==> src/rtl/instruction_issue_queue.sv <==
// Instruction issue queue: the host pushes words into a circular FIFO. One word at a time is
// held on o_instruction until the core pulses i_done, then the next word (or NOOP) follows.
module instruction_issue_queue #(
  parameter int INSTRUCTION_WIDTH = 32,
  parameter int DEPTH             = 8,
  parameter int COUNT_WIDTH       = 16
) (
  input  logic                         i_clock,
  input  logic                         i_reset,
  input  logic                         i_push_valid,
  input  logic [INSTRUCTION_WIDTH-1:0] i_push_instruction,
  output logic                         o_push_ready,
  input  logic                         i_flush,
  input  logic                         i_done,
  output logic [INSTRUCTION_WIDTH-1:0] o_instruction,
  output logic                         o_valid,
  output logic [$clog2(DEPTH):0]       o_level,
  output logic [COUNT_WIDTH-1:0]       o_issued_count,
  output logic                         o_state
);

  localparam int PTR_W = $clog2(DEPTH);
  localparam int LVL_W = PTR_W + 1;

  typedef enum logic {IDLE = 1'b0, BUSY = 1'b1} state_t;

  // Handshake: a push completes on any cycle where i_push_valid & o_push_ready are both high.
  // A NOOP word or a word offered alongside i_flush completes the handshake but is not stored.
  state_t                       r_state;
  logic [INSTRUCTION_WIDTH-1:0] r_mem [DEPTH];
  logic [PTR_W-1:0]             r_wr_ptr;
  logic [PTR_W-1:0]             r_rd_ptr;
  logic [LVL_W-1:0]             r_level;
  logic [INSTRUCTION_WIDTH-1:0] r_instruction;
  logic                         r_valid;
  logic [COUNT_WIDTH-1:0]       r_issued_count;

  logic                         w_push_ready;
  logic                         w_push_store;
  logic                         w_pop;
  logic [LVL_W-1:0]             w_level_next;
  logic [INSTRUCTION_WIDTH-1:0] w_head;

  assign w_push_ready = (r_level != LVL_W'(DEPTH));
  assign w_push_store = i_push_valid & w_push_ready & ~i_flush & (i_push_instruction != '0);
  assign w_pop        = ~i_flush & (r_level != '0) & ((r_state == IDLE) | i_done);
  assign w_head       = r_mem[r_rd_ptr];

  always_comb begin
    w_level_next = r_level;
    if (i_flush) begin
      w_level_next = '0;
    end else begin
      case ({w_push_store, w_pop})
        2'b10:   w_level_next = r_level + LVL_W'(1);
        2'b01:   w_level_next = r_level - LVL_W'(1);
        default: w_level_next = r_level;
      endcase
    end
  end

  // Storage carries no reset; only the pointers and level define which entries are live.
  always_ff @(posedge i_clock) begin
    if (w_push_store) begin
      r_mem[r_wr_ptr] <= i_push_instruction;
    end
  end

  always_ff @(posedge i_clock or negedge i_reset) begin
    if (!i_reset) begin
      r_state        <= IDLE;
      r_wr_ptr       <= '0;
      r_rd_ptr       <= '0;
      r_level        <= '0;
      r_instruction  <= '0;
      r_valid        <= 1'b0;
      r_issued_count <= '0;
    end else begin
      if (i_flush) begin
        r_rd_ptr <= r_wr_ptr;
      end else begin
        if (w_push_store) r_wr_ptr <= r_wr_ptr + PTR_W'(1);
        if (w_pop)        r_rd_ptr <= r_rd_ptr + PTR_W'(1);
      end
      r_level <= w_level_next;

      case (r_state)
        IDLE: begin
          if (w_pop) begin
            r_instruction  <= w_head;
            r_valid        <= 1'b1;
            r_issued_count <= r_issued_count + COUNT_WIDTH'(1);
            r_state        <= BUSY;
          end
        end
        BUSY: begin
          // The issued word stays put until the core retires it.
          if (i_done) begin
            if (w_pop) begin
              r_instruction  <= w_head;
              r_issued_count <= r_issued_count + COUNT_WIDTH'(1);
            end else begin
              r_instruction <= '0;
              r_valid       <= 1'b0;
              r_state       <= IDLE;
            end
          end
        end
        default: r_state <= IDLE;
      endcase
    end
  end

  assign o_push_ready   = w_push_ready;
  assign o_instruction  = r_instruction;
  assign o_valid        = r_valid;
  assign o_level        = r_level;
  assign o_issued_count = r_issued_count;
  assign o_state        = r_state;

endmodule
==> config.mk <==
export PLATFORM = sky130hd
export DESIGN_NAME = instruction_issue_queue
export DESIGN_NICKNAME = d
export VERILOG_FILES = /design/src/rtl/instruction_issue_queue.sv
export SDC_FILE = /design/constraint.sdc
export NUM_CORES = 1
export LEC_CHECK = 0
export ABC_AREA = 0
export CORE_MARGIN = 4
export CORE_UTILIZATION = 55
export DETAILED_ROUTE_END_ITERATION = 16
export MAX_ROUTING_LAYER = met4
export PLACE_DENSITY = 0.77
export SYNTH_ARGS = -nofsm -noshare
export SYNTH_HDL_FRONTEND = slang
export SYNTH_SLANG_ARGS = --single-unit
==> constraint.sdc <==
create_clock -name i_clock -period 13.26 [get_ports i_clock]
set_input_delay 2.652 -clock i_clock [delete_from_list [all_inputs] [get_ports i_clock]]
set_output_delay 2.652 -clock i_clock [all_outputs]
set_load 0.02 [all_outputs]
==> metrics.sh, run 1 <==
MAX_FANOUT_ON_CRITICAL_PATH=9
PLACE_WS_PS=7110
RSZ_0062_RAISED_AFTER_GLOBAL_ROUTING='no'
YS.WARNINGS.COUNT=0
CRITICAL_PATH.ENDPOINT_TYPE='flip-flop'
HALF_PERIMETER_WIRE_LENGTH_AFTER_PLACEMENT_UM=14200
CTS_HOLD_BUFFERS=0
FLOORPLAN.INITIALDENSITY_PCT=56.0
NUM_IO_PINS=92
GRT_MAX_DEGREE=67
GRT_FIRST_PASS_WIRELENGTH_UM=38500
CTS_SINK_COUNT=316
DRIVE_ABOVE_1_SHARE_PCT=18.3
WORST_SLEW_PIN_SLEW_PS=989
GR-TOTAL-OVERFLOW=0
SYNTH_TOP_CELL_AREA_SHARE_PCT=63.0
SYNTH-ASYNC-RESET-RATIO_PCT=19.0
SYNTH-EDFF-COUNT=256
SYNTHSIMPLEGATEAREAFRAC_PCT=4.39
WORST_SKEW_PAIR.LATE_LATENCY_PS=550
PATH_CLK_SLEW_PS=60
GRT_UTIL_ALL_LAYERS_PCT=21.4
DPL.CELL_COUNT=987
POWER.SHARE.COMBINATIONAL_PCT=26.6
RELSLEWSLACK_PCT=34.1
STANDBY_LEAKAGE_POWER_nW=4.91
WIRE_LENGTH_AFTER_DETAILED_ROUTING_UM=24900
H-TREE-DEPTH=1
CORE_UM2=21800
GRT_PASS1_VIAS=6440
MAIN_AREA_CONTRIBUTORS_AFTER_SYNTHESIS='sky130_fd_sc_hd__edfxtp_1 63%, sky130_fd_sc_hd__dfrtp_1 12%, sky130_fd_sc_hd__mux4_2 12%'
SETUP.WORST_PATH.START_CLASS='input port'
MAIN_COMBINATIONAL_CELL_FAMILY_BY_AREA_AFTER_SYNTHESIS='multiplexers'
AREAGROWTHSYNTHTOFINISH_PCT=18.1
DETAILROUTE.VIA_COUNT=6265
ARRIVAL_PS=6060
TIMING_HOLD_VIOLATIONS_FINAL=0
SYNTH_FF_TYPE='sky130_fd_sc_hd__edfxtp_1'
P_SEQ_SHARE_PCT=46.2
FLOORPLAN.ROWS=54
CTS_POST_SETUP_BUFFERS_INSERTED=0
SYN_INST=629
DR.FIRST_ITER.DRC_COUNT=501
DIE-AREA_UM2=24700
SWITCHING_FRACTION_OF_TOTAL_POWER_PCT=29.8
DIEHEIGHT_UM=157
FLOORPLAN.DIE.WIDTH_UM=157
FINAL_MAX_SLEW_VIOL_COUNT=0
TOTAL_CLOCK_BUFFERS_CREATED_BY_CTS=30
DRV_CAP=0
PERIOD_NEEDED_PS=5600
SYNTH_TOP_AREA_CELL='sky130_fd_sc_hd__edfxtp_1'
SYNTH.LIB_CELLS_USED.DISTINCT=42
SYNTH_XOR_XNOR_AREA_SHARE_PCT=1.66
CLK_ROOT_BUFFER_CELL='sky130_fd_sc_hd__clkbuf_16'
FINALSETUPVIOLATIONS=0
GP_CONGESTION=0.823
YS_SEQ_ELEMENTS=316
MAX_CLOCK_FREQ_MHz=179
CTS_TREE='built'
SYN_AREA_UM2=12200
HOLD-WORST-SLACK_PS=482
VIASPERCELL=6.00
CTSRESIZECOUNT=0
ANTENNA_FOUND_INITIAL=1
NETSWITCHINGPOWER_mW=0.862
WORSTHOLDPATHTYPE='flip-flop to flip-flop'
REQUIRED_PS=13720
SYNTH_SEQ_AREA_SHARE_PCT=75.2
SYNTH-COMPOUND-AREA-SHARE_PCT=2.10
DETAIL-ROUTE-ANTENNA-NETS=0
FINAL.SETUP.TNS_PS=0
FIN_SKEW_PS=8.80
IR_DROP_mV=0.131
NUMBER_OF_BUFFERS_ADDED_ON_PORTS=91
PWR-SHARE-CLK_PCT=27.2
INSTANCES_NO_FILL=1044
SYNTH_NETS=672
ROUTE.DETAILED.DRC=0
DETAILEDROUTE.FIRSTPASSITERATIONCOUNT=5
CRITICAL_PATH_CLASS='input port to flip-flop'
FINALNETCOUNT=782
POST_SYNTH_FA_HA_MAJ_AREA_FRACTION_PCT=0.676
AVGSYNTHCELLAREA_UM2=19.4
OUTCOME='finished, final reports clean'
CELLPOWERDENSITY_nW_PER_UM2=201
LAYOUT.CORE_UTILIZATION_PCT=66.1
SYNTH.AREA.MUX_SHARE_PCT=14.8
POST-ROUTE-WORST-SETUP-SLACK_PS=7660
CLK_PATH_BUF_DEPTH=3
P_INT_mW=2.03
FINAL_MIN_PERIOD_OVER_CLOCK_PERIOD_PCT=42.2
DETAIL_ROUTE.WL_PER_CELL_UM=23.8
worst paths after layout:
check | slack, ps | from | cells past startpoint | to
worst max-delay path | 7660 | i_push_instruction[16] | 11 | o_level[3]
worst min-delay path | 480 | o_issued_count[15] | 1 | o_issued_count[15]
worst max register to register | 10040 | o_level[0] | 6 | r_mem[7][13]
worst min register to register | 480 | o_issued_count[15] | 1 | o_issued_count[15]
max in group asynchronous | 10280 | i_reset | 2 | r_rd_ptr[0]
min in group asynchronous | 2320 | i_reset | 2 | o_instruction[9]
layout make-up:
| cell class | count | area [µm²] |
|---|---|---|
| diodes | 1 | 2.50 |
| clock buffers | 42 | 847 |
| clock inverters | 14 | 63.8 |
| fillers | 1419 | 7400 |
| inverters | 1 | 3.75 |
| multi-input cells | 283 | 2940 |
| flip-flops and latches | 316 | 9200 |
| well taps | 280 | 350 |
| repair buffers | 107 | 1030 |
stage by stage:
step	cell area (µm²)	power, mW
2_1_floorplan	12200	1.85
3_3_place_gp	13500	2.11
3_5_place_dp	13500	2.14
4_1_cts	14400	2.92
5_1_grt	14400	3.03
6_report	14400	2.89
layer usage:
layer | vias to the layer above | GRT usage, % | share of wire (%)
li1 | 2740 | - | -
met4 | 0 | 6.07 | 2.1
met3 | 43 | 3.90 | 7.8
met2 | 248 | 34.1 | 50
met5 | - | - | 0
met1 | 3234 | 28.9 | 40
power groups by stage:
stage / clock network, mW / logic [mW] / registers [mW]
after floorplan: 0 / 0.514 / 1.33
after global placement: 0 / 0.762 / 1.35
after detailed placement: 0 / 0.778 / 1.36
after CTS: 0.802 / 0.783 / 1.34
after global routing: 0.846 / 0.832 / 1.35
final: 0.786 / 0.771 / 1.34
cells in the mapped netlist, types with 6 or more instances:
cell / instances
sky130_fd_sc_hd__nor4_1: 9
sky130_fd_sc_hd__mux4_2: 64
sky130_fd_sc_hd__mux2i_1: 36
sky130_fd_sc_hd__o21ai_0: 30
sky130_fd_sc_hd__o21ai_1: 7
sky130_fd_sc_hd__nor2_1: 6
sky130_fd_sc_hd__buf_2: 10
sky130_fd_sc_hd__nor3_1: 6
sky130_fd_sc_hd__xnor2_1: 15
sky130_fd_sc_hd__nand2_1: 52
sky130_fd_sc_hd__edfxtp_1: 256
sky130_fd_sc_hd__dfrtp_1: 60
sky130_fd_sc_hd__clkbuf_1: 13
sky130_fd_sc_hd__nand3_1: 13
cell usage in the layout, fill, tap and decap left out, drive strengths merged, types with 7 or more instances in the layout:
| master | n |
|---|---|
| edfxtp | 256 |
| dfrtp | 60 |
| nor2 | 7 |
| buf | 17 |
| nand3 | 13 |
| xnor2 | 16 |
| nor4 | 10 |
| o21ai | 37 |
| clkinv | 14 |
| clkbuf | 42 |
| clkdlybuf4s50 | 90 |
| mux4 | 64 |
| nand2 | 52 |
| mux2i | 36 |
sequential cells by signal, summed over array words and instances (netlist names):
name	flops
r_wr_ptr	3
o_level	4
o_issued_count	16
r_mem	256
o_instruction	32
r_rd_ptr	3
o_valid	1
o_state	1
cells by family (layout without fill, tap and decap cells):
kind of cell / count (synthesis) / after routing
adders and majority gates: 6 / 6
buffers and inverters: 30 / 164
muxes: 101 / 101
xor gates and xnor gates: 21 / 21
DFF: 316 / 316
and+or+nand+nor: 107 / 107
other: 0 / 1
AOI/OAI and AO/OA: 48 / 48
worst max-delay path: stages:
cell and delay [ps]:
sky130_fd_sc_hd__clkdlybuf4s50_1 570, sky130_fd_sc_hd__nor4_1 540, sky130_fd_sc_hd__nand4_1 350, sky130_fd_sc_hd__o21ba_1 440, sky130_fd_sc_hd__nor2_1 310, sky130_fd_sc_hd__ha_1 300
sky130_fd_sc_hd__a21o_1 180, sky130_fd_sc_hd__a21oi_1 280, sky130_fd_sc_hd__and2_1 170, sky130_fd_sc_hd__mux2i_1 70, sky130_fd_sc_hd__o211ai_1 180
No activity file was read; power rests on OpenSTA's default activity.
==> inputs of run 2 (changes only) <==
Clock period 13.26 ns to 5.3 ns, I/O delays scaled along.
==> metrics.sh, run 2 (synthesis gave the netlist of run 1 again) <==
OUTCOME='finished, final reports clean'  # unchanged
HOLD-WORST-SLACK_PS=479  # was 482 ps
LARGEST_REGISTER='r_mem'  # unchanged
FLOORPLAN.ROWS=54  # unchanged
FINALSETUPVIOLATIONS=0  # unchanged
HOLD_END='o_issued_count[15]'  # unchanged
MAX_FANOUT_ON_CRITICAL_PATH=9  # unchanged
REQUIRED_PS=5760  # was 13720 ps
FLOORPLAN.DIE.WIDTH_UM=157  # unchanged
GRT_UTIL_ALL_LAYERS_PCT=22.1  # was 21.4%
MOSTFREQUENTLAYOUTCELLS='256 x sky130_fd_sc_hd__edfxtp_1, 90 x sky130_fd_sc_hd__clkdlybuf4s50_1, 64 x sky130_fd_sc_hd__mux4_2'  # unchanged
DIE-AREA_UM2=24700  # unchanged
NETSWITCHINGPOWER_mW=2.20  # was 0.862 mW
FILLER_CELL_COUNT=1400  # was 1419
SETUP.WORST_PATH.START_CLASS='input port'  # unchanged
CTS_HOLD_BUFFERS=0  # unchanged
CTS_TREE='built'  # unchanged
DETAIL_ROUTE.WL_PER_CELL_UM=24.6  # was 23.8 µm
WORSTHOLDPATHTYPE='flip-flop to flip-flop'  # unchanged
GRT_FIRST_PASS_WIRELENGTH_UM=39900  # was 38500 µm
REG2REGPATHDEPTH=10  # was 6
GP_CONGESTION=0.822  # was 0.823
DETAILEDROUTE.FIRSTPASSITERATIONCOUNT=5  # unchanged
CLK_PATH_BUF_DEPTH=3  # unchanged
PATH_CLK_SLEW_PS=60  # about the same
ANTENNA_FOUND_INITIAL=0  # was 1
CRIT-REG2REG-CAPTURE='o_level[3]'  # was r_mem[7][13]
ROUTE.LAYER.MET1.WL_UM=10700  # was 10000 µm
LAYOUT.CORE_UTILIZATION_PCT=66.6  # was 66.1%
POWER.SHARE.COMBINATIONAL_PCT=25.7  # was 26.6%
DR.FIRST_ITER.DRC_COUNT=497  # was 501
MET2_LENGTH_UM=12700  # was 12400 µm
ARRIVAL_PS=4470  # was 6060 ps
P_SEQ_SHARE_PCT=45.5  # was 46.2%
CTS_POST_SETUP_BUFFERS_INSERTED=0  # unchanged
RSZ_0062_RAISED_AFTER_GLOBAL_ROUTING='no'  # unchanged
GRT_PASS1_VIAS=6831  # was 6440
GR-TOTAL-OVERFLOW=0  # unchanged
WORST_SKEW_PAIR.LATE_LATENCY_PS=550  # about the same
CLK_ROOT_BUFFER_CELL='sky130_fd_sc_hd__clkbuf_16'  # unchanged
LAYOUT.CELLS.MOST_COMMON='sky130_fd_sc_hd__edfxtp_1'  # unchanged
VIASPERCELL=6.07  # was 6.00
FINALNETCOUNT=780  # was 782
WIRE_LENGTH_AFTER_DETAILED_ROUTING_UM=25600  # was 24900 µm
DRIVE_ABOVE_1_SHARE_PCT=18.9  # was 18.3%
DETAILROUTE.VIA_COUNT=6322  # was 6265
MAX_CLOCK_FREQ_MHz=249
STANDBY_LEAKAGE_POWER_nW=4.95  # was 4.91 nW
SWITCHING_FRACTION_OF_TOTAL_POWER_PCT=29.6  # was 29.8%
HOLD_PATH_STARTPOINT='o_issued_count[15]'  # unchanged
ANTENNA_CELLS_INSERTED=0  # was 1
CELLPOWERDENSITY_nW_PER_UM2=512  # was 201 nW/µm²
H-TREE-DEPTH=1  # unchanged
CORE_UM2=21800  # unchanged
NUM_IO_PINS=92  # unchanged
P_INT_mW=5.24  # was 2.03 mW
ROUTED.TOP_LAYER='met4'  # unchanged
CTS_SINK_COUNT=316  # unchanged
FINAL_MIN_PERIOD_OVER_CLOCK_PERIOD_PCT=75.7
PWR-SHARE-CLK_PCT=28.8  # was 27.2%
DIEHEIGHT_UM=157  # unchanged
CTSRESIZECOUNT=0  # unchanged
WORST_SLEW_PIN_SLEW_PS=1000  # was 989 ps
FINAL.SETUP.TNS_PS=0  # unchanged
DRV_CAP=0  # unchanged
IR_DROP_mV=0.306  # was 0.131 mV
ROUTED-WL-MET3_UM=1710  # was 1950 µm
ROUTE.DETAILED.DRC=0  # unchanged
HOLD_PATH_DEPTH=1  # unchanged
TIMING.REG2REG.SETUP_SLACK_PS=2080  # was 10040 ps
FIN_SKEW_PS=9.10  # was 8.80 ps
RELSLEWSLACK_PCT=33.2  # was 34.1%
TOTAL_CLOCK_BUFFERS_CREATED_BY_CTS=30  # unchanged
FINAL_MAX_SLEW_VIOL_COUNT=0  # unchanged
REG2REG_FROM='o_level[0]'  # unchanged
CRITICAL_PATH.ENDPOINT_TYPE='flip-flop'  # unchanged
DETAIL-ROUTE-ANTENNA-NETS=0  # unchanged
HALF_PERIMETER_WIRE_LENGTH_AFTER_PLACEMENT_UM=14200  # about the same
LARGEST_REG_FLOPS=256  # unchanged
GRT_MAX_DEGREE=67  # unchanged
AREAGROWTHSYNTHTOFINISH_PCT=18.9  # was 18.1%
CRITICAL_PATH_CLASS='input port to flip-flop'  # unchanged
TIMING_HOLD_VIOLATIONS_FINAL=0  # unchanged
PERIOD_NEEDED_PS=4010
FLOORPLAN.INITIALDENSITY_PCT=56.0  # unchanged
NUMBER_OF_BUFFERS_ADDED_ON_PORTS=91  # unchanged
run 2: how the worst max path moves through the flow:
stage,depth (start not counted),slack [ps],startpoint,to
2_1_floorplan,4,130,i_flush,r_mem[0][0]
3_3_place_gp,11,950,i_push_instruction[24],o_level[3]
3_5_place_dp,11,790,i_push_instruction[24],o_level[3]
4_1_cts,11,1340,i_push_instruction[24],o_level[3]
5_1_grt,11,1170,i_push_instruction[0],o_level[3]
6_report,11,1290,i_push_instruction[24],o_level[3]
run 2: area by class of cell:
cell class              count  area, µm²  area share, %
clock buffers              43        891           6.13
well taps                 280        350           2.41
inverters                   1       3.75         0.0258
repair buffers            105       1010           6.96
multi-input cells         283       2950           20.3
clock inverters            13        119          0.818
flip-flops and latches    316       9200           63.3
run 2: power groups by stage:
stage	clock network (mW)	registers [mW]	logic, mW
floorplan	0	3.33	1.29
global placement	0	3.41	1.87
detailed placement	0	3.44	1.92
CTS	2.17	3.40	1.94
global route	2.29	3.45	2.06
finish	2.14	3.39	1.91
run 2: per-stage QoR:
step                setup WS (ps)  total power, mW  cells  instance area, µm²
floorplan                     132             4.62    629               12200
global placement              951             5.28    985               13500
detailed placement            794             5.36    985               13500
CTS                          1340             7.51   1041               14500
global route                 1170             7.80   1041               14500
finish                       1290             7.44   1041               14500
run 2: worst max-delay path, stage by stage:
cell,delay (ps)
sky130_fd_sc_hd__clkdlybuf4s50_1,560
sky130_fd_sc_hd__nor4_1,590
sky130_fd_sc_hd__nand4_1,310
sky130_fd_sc_hd__o21ba_1,440
sky130_fd_sc_hd__nor2_1,310
sky130_fd_sc_hd__ha_1,300
sky130_fd_sc_hd__a21o_1,170
sky130_fd_sc_hd__a21oi_1,300
sky130_fd_sc_hd__and2_1,180
sky130_fd_sc_hd__mux2i_1,80
sky130_fd_sc_hd__o211ai_1,170
run 2: routing by layer:
layer	up-vias	global-route usage, %
met2	237	35.5
met1	3306	30.1
met4	0	5.54
li1	2734	-
met3	45	3.71
met5	-	-
